<file path="config.mk">
export PLATFORM = sky130hd
export DESIGN_NAME = ram_access_arbiter
export DESIGN_NICKNAME = d
export VERILOG_FILES = /design/src/rtl/ram_access_arbiter_pkg.sv /design/src/rtl/ram_access_arbiter_rr_arb2.sv /design/src/rtl/ram_access_arbiter.sv
export SDC_FILE = /design/constraint.sdc
export NUM_CORES = 1
export LEC_CHECK = 0
export CAP_MARGIN = 20
export CORE_MARGIN = 8
export CORE_UTILIZATION = 39
export CTS_BUF_LIST = sky130_fd_sc_hd__clkbuf_8
export CTS_CLUSTER_DIAMETER = 200
export CTS_CLUSTER_SIZE = 10
export DETAILED_ROUTE_END_ITERATION = 8
export GPL_TIMING_DRIVEN = 0
export PLACE_DENSITY = 0.78
export SLEW_MARGIN = 25
export SYNTH_ARGS = -nofsm -noshare
export SYNTH_HDL_FRONTEND = slang
export SYNTH_SLANG_ARGS = --single-unit
</file>
<file path="constraint.sdc">
create_clock -name Clk -period 1.9 [get_ports Clk]
set_input_delay 0.38 -clock Clk [delete_from_list [all_inputs] [get_ports Clk]]
set_output_delay 0.38 -clock Clk [all_outputs]
set_load 0.02 [all_outputs]
</file>
<file path="src/rtl/ram_access_arbiter_pkg.sv">
// Shared types for the RAM access arbiter: FSM states, requester IDs and
// RAM data-size codes, plus a small helper used by the round-robin pick.
package ram_access_arbiter_pkg;

  typedef enum logic [1:0] {
    IDLE    = 2'd0,
    ACCESS  = 2'd1,
    RELEASE = 2'd2
  } arbState_t;

  typedef enum logic {
    REQ_DATA  = 1'b0,
    REQ_FETCH = 1'b1
  } reqId_t;

  typedef enum logic [1:0] {
    SZ_BYTE = 2'b00,
    SZ_HALF = 2'b01,
    SZ_WORD = 2'b10
  } dataSize_t;

  // The requester that did not win last time.
  function automatic logic otherReq(input logic id);
    return (id == REQ_DATA) ? REQ_FETCH : REQ_DATA;
  endfunction

endpackage

</file>
<file path="src/rtl/ram_access_arbiter_rr_arb2.sv">
// Two-requester round-robin pick (combinational). The last-grant history
// lives in the parent; until the first grant after reset, data wins ties.
module rr_arb2
  import ram_access_arbiter_pkg::*;
(
  input  logic dataReq,
  input  logic fetchReq,
  input  logic lastGrant,
  input  logic historyValid,
  output logic grantValid,
  output logic grantId
);

  // Single pending requester wins; on a tie alternate away from the last winner.
  always_comb begin
    grantValid = dataReq | fetchReq;
    grantId    = REQ_DATA;
    if (dataReq && fetchReq) begin
      grantId = historyValid ? otherReq(lastGrant) : REQ_DATA;
    end else if (fetchReq) begin
      grantId = REQ_FETCH;
    end
  end

endmodule

</file>
<file path="src/rtl/ram_access_arbiter.sv">
// Shares the single RAM port between instruction fetch and data access,
// running the MFA/MFC handshake for the winner and returning a one-cycle ack.
// Optional feature: define RAM_TIMEOUT_EN to abort an access that sees no
// ramMFC within TIMEOUT cycles (ack plus busError); otherwise ACCESS waits forever.
module ram_access_arbiter
  import ram_access_arbiter_pkg::*;
#(
  parameter int ADDR_W  = 9,
  parameter int DATA_W  = 32,
  parameter int TIMEOUT = 15
) (
  input  logic              Clk,
  input  logic              reset,
  input  logic              ifReq,
  input  logic [ADDR_W-1:0] ifAddr,
  output logic              ifAck,
  output logic [DATA_W-1:0] ifData,
  input  logic              dReq,
  input  logic              dRW,
  input  logic [1:0]        dSize,
  input  logic [ADDR_W-1:0] dAddr,
  input  logic [DATA_W-1:0] dWData,
  output logic              dAck,
  output logic [DATA_W-1:0] dRData,
  output logic              busError,
  output logic              ramMFA,
  output logic              ramRW,
  output logic [1:0]        ramDataSize,
  output logic [ADDR_W-1:0] ramAddress,
  output logic [DATA_W-1:0] ramDataOut,
  input  logic [DATA_W-1:0] ramDataIn,
  input  logic              ramMFC
);

  arbState_t state;
  logic      lastGrant;
  logic      haveGranted;   // cleared by reset so data wins the first tie
  logic      grantOwner;    // requester currently holding the RAM port
  logic      grantValid;
  logic      grantId;

`ifdef RAM_TIMEOUT_EN
  localparam int CNT_W = $clog2(TIMEOUT) + 1;
  logic [CNT_W-1:0] timeoutCount;
`else
  // TIMEOUT only matters when the watchdog is compiled in.
  assign busError = 1'b0 & (TIMEOUT != 0);
`endif

  rr_arb2 uArb (
    .dataReq      (dReq),
    .fetchReq     (ifReq),
    .lastGrant    (lastGrant),
    .historyValid (haveGranted),
    .grantValid   (grantValid),
    .grantId      (grantId)
  );

  // Arbitration FSM with registered RAM-side outputs and ack/data returns.
  always_ff @(posedge Clk) begin
    if (reset) begin
      state       <= IDLE;
      lastGrant   <= REQ_DATA;
      haveGranted <= 1'b0;
      grantOwner  <= REQ_DATA;
      ramMFA      <= 1'b0;
      ramRW       <= 1'b0;
      ramDataSize <= 2'b00;
      ramAddress  <= '0;
      ramDataOut  <= '0;
      ifAck       <= 1'b0;
      dAck        <= 1'b0;
      ifData      <= '0;
      dRData      <= '0;
`ifdef RAM_TIMEOUT_EN
      busError     <= 1'b0;
      timeoutCount <= '0;
`endif
    end else begin
      ifAck <= 1'b0;
      dAck  <= 1'b0;
`ifdef RAM_TIMEOUT_EN
      busError <= 1'b0;
`endif
      case (state)
        IDLE: begin
          if (grantValid) begin
            lastGrant   <= grantId;
            haveGranted <= 1'b1;
            grantOwner  <= grantId;
            ramMFA      <= 1'b1;
            state       <= ACCESS;
`ifdef RAM_TIMEOUT_EN
            timeoutCount <= '0;
`endif
            if (grantId == REQ_FETCH) begin
              ramRW       <= 1'b1;
              ramDataSize <= SZ_WORD;
              ramAddress  <= ifAddr;
              ramDataOut  <= '0;
            end else begin
              ramRW       <= dRW;
              ramDataSize <= dSize;
              ramAddress  <= dAddr;
              ramDataOut  <= dWData;
            end
          end
        end
        ACCESS: begin
          if (ramMFC) begin
            ramMFA <= 1'b0;
            state  <= RELEASE;
            if (grantOwner == REQ_FETCH) begin
              ifAck  <= 1'b1;
              ifData <= ramDataIn;
            end else begin
              dAck   <= 1'b1;
              dRData <= ramRW ? ramDataIn : '0;
            end
          end
`ifdef RAM_TIMEOUT_EN
          else if (timeoutCount == CNT_W'(TIMEOUT - 1)) begin
            ramMFA   <= 1'b0;
            state    <= RELEASE;
            busError <= 1'b1;
            if (grantOwner == REQ_FETCH) begin
              ifAck  <= 1'b1;
              ifData <= '0;
            end else begin
              dAck   <= 1'b1;
              dRData <= '0;
            end
          end else begin
            timeoutCount <= timeoutCount + 1'b1;
          end
`endif
        end
        RELEASE: begin
          if (!ramMFC) begin
            state <= IDLE;
          end
        end
        default: state <= IDLE;
      endcase
    end
  end

endmodule

</file>
==> impl_metrics.toml <==
[placed_design]
preCtsSetupSlack_ns = -0.321
placed_cells = 803
hpwl_mm = 11.2
routabilityCongestion = 0.841
port_buffers = 200

[setup_path]
r2r_cells = 6
crit_family = "buffers and inverters"
slowest_delay_ns = 0.64
cp_num_buf_inv = 1
worst_ep_arrival_time_ns = 1.46
cp-start-kind = "register"
worstSetupEndpointType = "output pin"
critPathRequiredTime_ns = 1.52
path_max_fanout = 5
r2r-start = "state[1]$_SDFFE_PP0P_"
r2r_end = "ramAddress[3]$_SDFFE_PP0P_"
r2r_slack_ns = 0.21
critPathKind = "reg -> out"
path_cells = "clkdlybuf4s50_1"
cpMaxStageDelayCell = "clkdlybuf4s50_1"

[clock_tree]
cts_made_buffers = 17
cts_tree = "yes"
cts_root_buf = "clkbuf_8"
clk_pin_slew_ns = 0.07
cts_resized = 0
post-cts-setup-buffers = 0
clock_sinks = 115
clockBufferDepth = 2
cts_max_level = 4
ctsHoldBuffers = 0
insertion_delay_ns = 0.41

[yosys]
ys_seq_area_frac = 0.547
synth.avg_cell_area_um2 = 9.08
yosysWarningCount = 0
syn_nets = 553
netlist_area_um2 = 4210
synth_seq_cells = 115
syn_inst = 463
synth.area.top_cells = "dfxtp_1, a21oi_1, a22o_1, nand2_1, nand3_1"
yosysUniqueCellTypes = 33
synth_top_area_cell = "dfxtp_1"
yosysTopAreaCellShare = 0.547

[sta]
hold_violations = 0
layout_min_cycle_time_ns = 1.84
tightest_slew_ns = 0.510
fin_setup_tns_ns = 0
period_share = 0.971
relSlewSlack = 0.651
rsz0062_at_grt = "false"
maxSlewViolCount = 0
setup_viol_count_final = 0
finClkSkew_ns = 0.00895
clock.fmax_mhz = 542
fin_ws_ns = 0.0554

[routing]
num_vias = 4384
viasPerCell = 5.25
routedWlPerCell_um = 17.6
first_pass_iters = 5
drc = 0
drt_wl_total_mm = 14.7
ant_nets = 0
detail_route.iter0.violations = 281

[cells_and_area]
seqCellArea_um2 = 2300
layout.nets = 772
synthToLayoutAreaGrowth_pct = 63.6
finalNonFillerCells = 835
fill_cells = 908
drive_gt1_frac = 0.0791
multi_input_area_um2 = 1670
diodes = 0
final_cell_mix = "clkdlybuf4s50_1, dfxtp_1, a21oi_1, nand2_1, nand3_1"
mostFrequentLayoutCell = "clkdlybuf4s50_1"

[pwr]
cellPowerDensity_nw_per_um2 = 928
vdd_drop_max_uv = 588
leakagePower_nw = 2.45

[global_routing]
grt_first_pass_wirelength_mm = 23.8
grt_usage = 0.204
grt_pass1_vias = 4551
grt_max_degree = 17
antenna_found_initial = 0
grt_overflow = 0

[floorplan]
start_util = 0.393
fp.dieW_um = 120
core_area_um2 = 10700
die-area_um2 = 14400
io_pins = 202
rows = 38
die_h_um = 120

[worst_hold_path]
hold_end = "ifData[2]$_SDFFE_PP0P_"
hp-start = "ifData[2]$_SDFFE_PP0P_"
hp-class = "reg -> reg"
whs_path_depth = 2

[job]
drv_cap = 0

[run_status]
outcome = "finished, final reports clean"
## synth_stat cells
cell type,instances
a2111oi_0,17
a2111oi_1,1
a21oi_1,79
a22o_1,30
and3_1,2
and4b_1,1
and4bb_2,1
buf_1,1
buf_2,12
buf_4,1
buf_6,5
clkbuf_1,26
conb_1,1
dfxtp_1,115
inv_1,3
nand2_1,69
nand2b_1,1
nand3_1,35
nand3b_1,2
nand4b_1,1
nand4bb_1,1
nor2_1,6
nor2b_1,1
nor3b_2,1
nor4_1,9
o211ai_1,1
o21a_1,1
o21ai_0,34
o221a_2,2
or2_1,1
or2_2,1
or3b_2,1
xor2_1,1
## sequential cells by signal, indices dropped and copies added, names as in the netlist
| register | count |
|---|---|
| dAck | 1 |
| dRData | 32 |
| grantOwner | 1 |
| haveGranted | 1 |
| ifAck | 1 |
| ifData | 32 |
| ramAddress | 9 |
| ramDataOut | 32 |
| ramDataSize | 2 |
| ramMFA | 1 |
| ramRW | 1 |
| state | 2 |
## worst reg2reg max path, cell delays in order, from the launching register on
cell and delay, ns:
dfxtp_1 0.31, buf_6 0.13, or2_1 0.24, buf_6 0.14, buf_6 0.13, a2111oi_0 0.50, nor4_1 0.11
## metrics by stage
stage	hold slack [ns]	area, um2	utilization	power [mW]
5_1_grt	0.472	6880	0.643	6.63
3_3_place_gp	0.443	6380	0.597	3.58
2_1_floorplan	0.478	4210	-	3.08
3_5_place_dp	0.450	6380	0.597	3.60
4_1_cts	0.460	6880	0.643	6.44
6_report	0.457	6880	0.643	6.38
## how the worst max path moves through the flow
stage / cells after the start / end / slack [ns] / start
after global placement: 5 / dRData[3]$_SDFFE_PP0P_ / -0.17 / reset
after global routing: 1 / ramRW / 0.01 / ramRW$_SDFFE_PP0P_
after floorplan: 6 / ramAddress[2]$_SDFFE_PP0P_ / 0.45 / state[1]$_SDFFE_PP0P_
after detailed placement: 5 / ramAddress[3]$_SDFFE_PP0P_ / -0.32 / dReq
final: 1 / ramRW / 0.06 / ramRW$_SDFFE_PP0P_
after CTS: 1 / ramRW / 0.02 / ramRW$_SDFFE_PP0P_
## cell families (layout without fill, tap and decap cells)
group	count (synthesis)	count (layout)	share of synthesized area
AND/OR/NAND/NOR	133	133	0.150
other	1	1	0.000892
AO/OA/AOI/OAI	165	165	0.244
XOR/XNOR	1	1	0.00208
flip-flops	115	115	0.547
buffers and inverters	48	280	0.0562
## layout make-up
| class | count | area share |
|---|---|---|
| flip-flops and latches | 115 | 0.335 |
| inverters | 3 | 0.00164 |
| plain buffers | 45 | 0.0327 |
| repair buffers | 200 | 0.291 |
| clock buffers | 17 | 0.0340 |
| clock inverters | 15 | 0.0380 |
| multi-input cells | 300 | 0.242 |
| well taps | 140 | 0.0255 |
## per-layer routing
layer | GRT usage | vias up | part of all wire
li1 | - | 2111 | -
met1 | 0.231 | 2051 | 0.42
met2 | 0.335 | 203 | 0.47
met3 | 0.0935 | 19 | 0.10
met4 | 0.0664 | 0 | 0.016
met5 | 0 | - | 0
## power breakdown
group / switching, mW / internal [mW] / total [mW]
combinational: 0.502 / 0.472 / 0.974
sequential: 0.0608 / 2.52 / 2.58
clock: 1.01 / 1.82 / 2.83
total: 1.57 / 4.81 / 6.38
(Power assumes the default switching activity.)
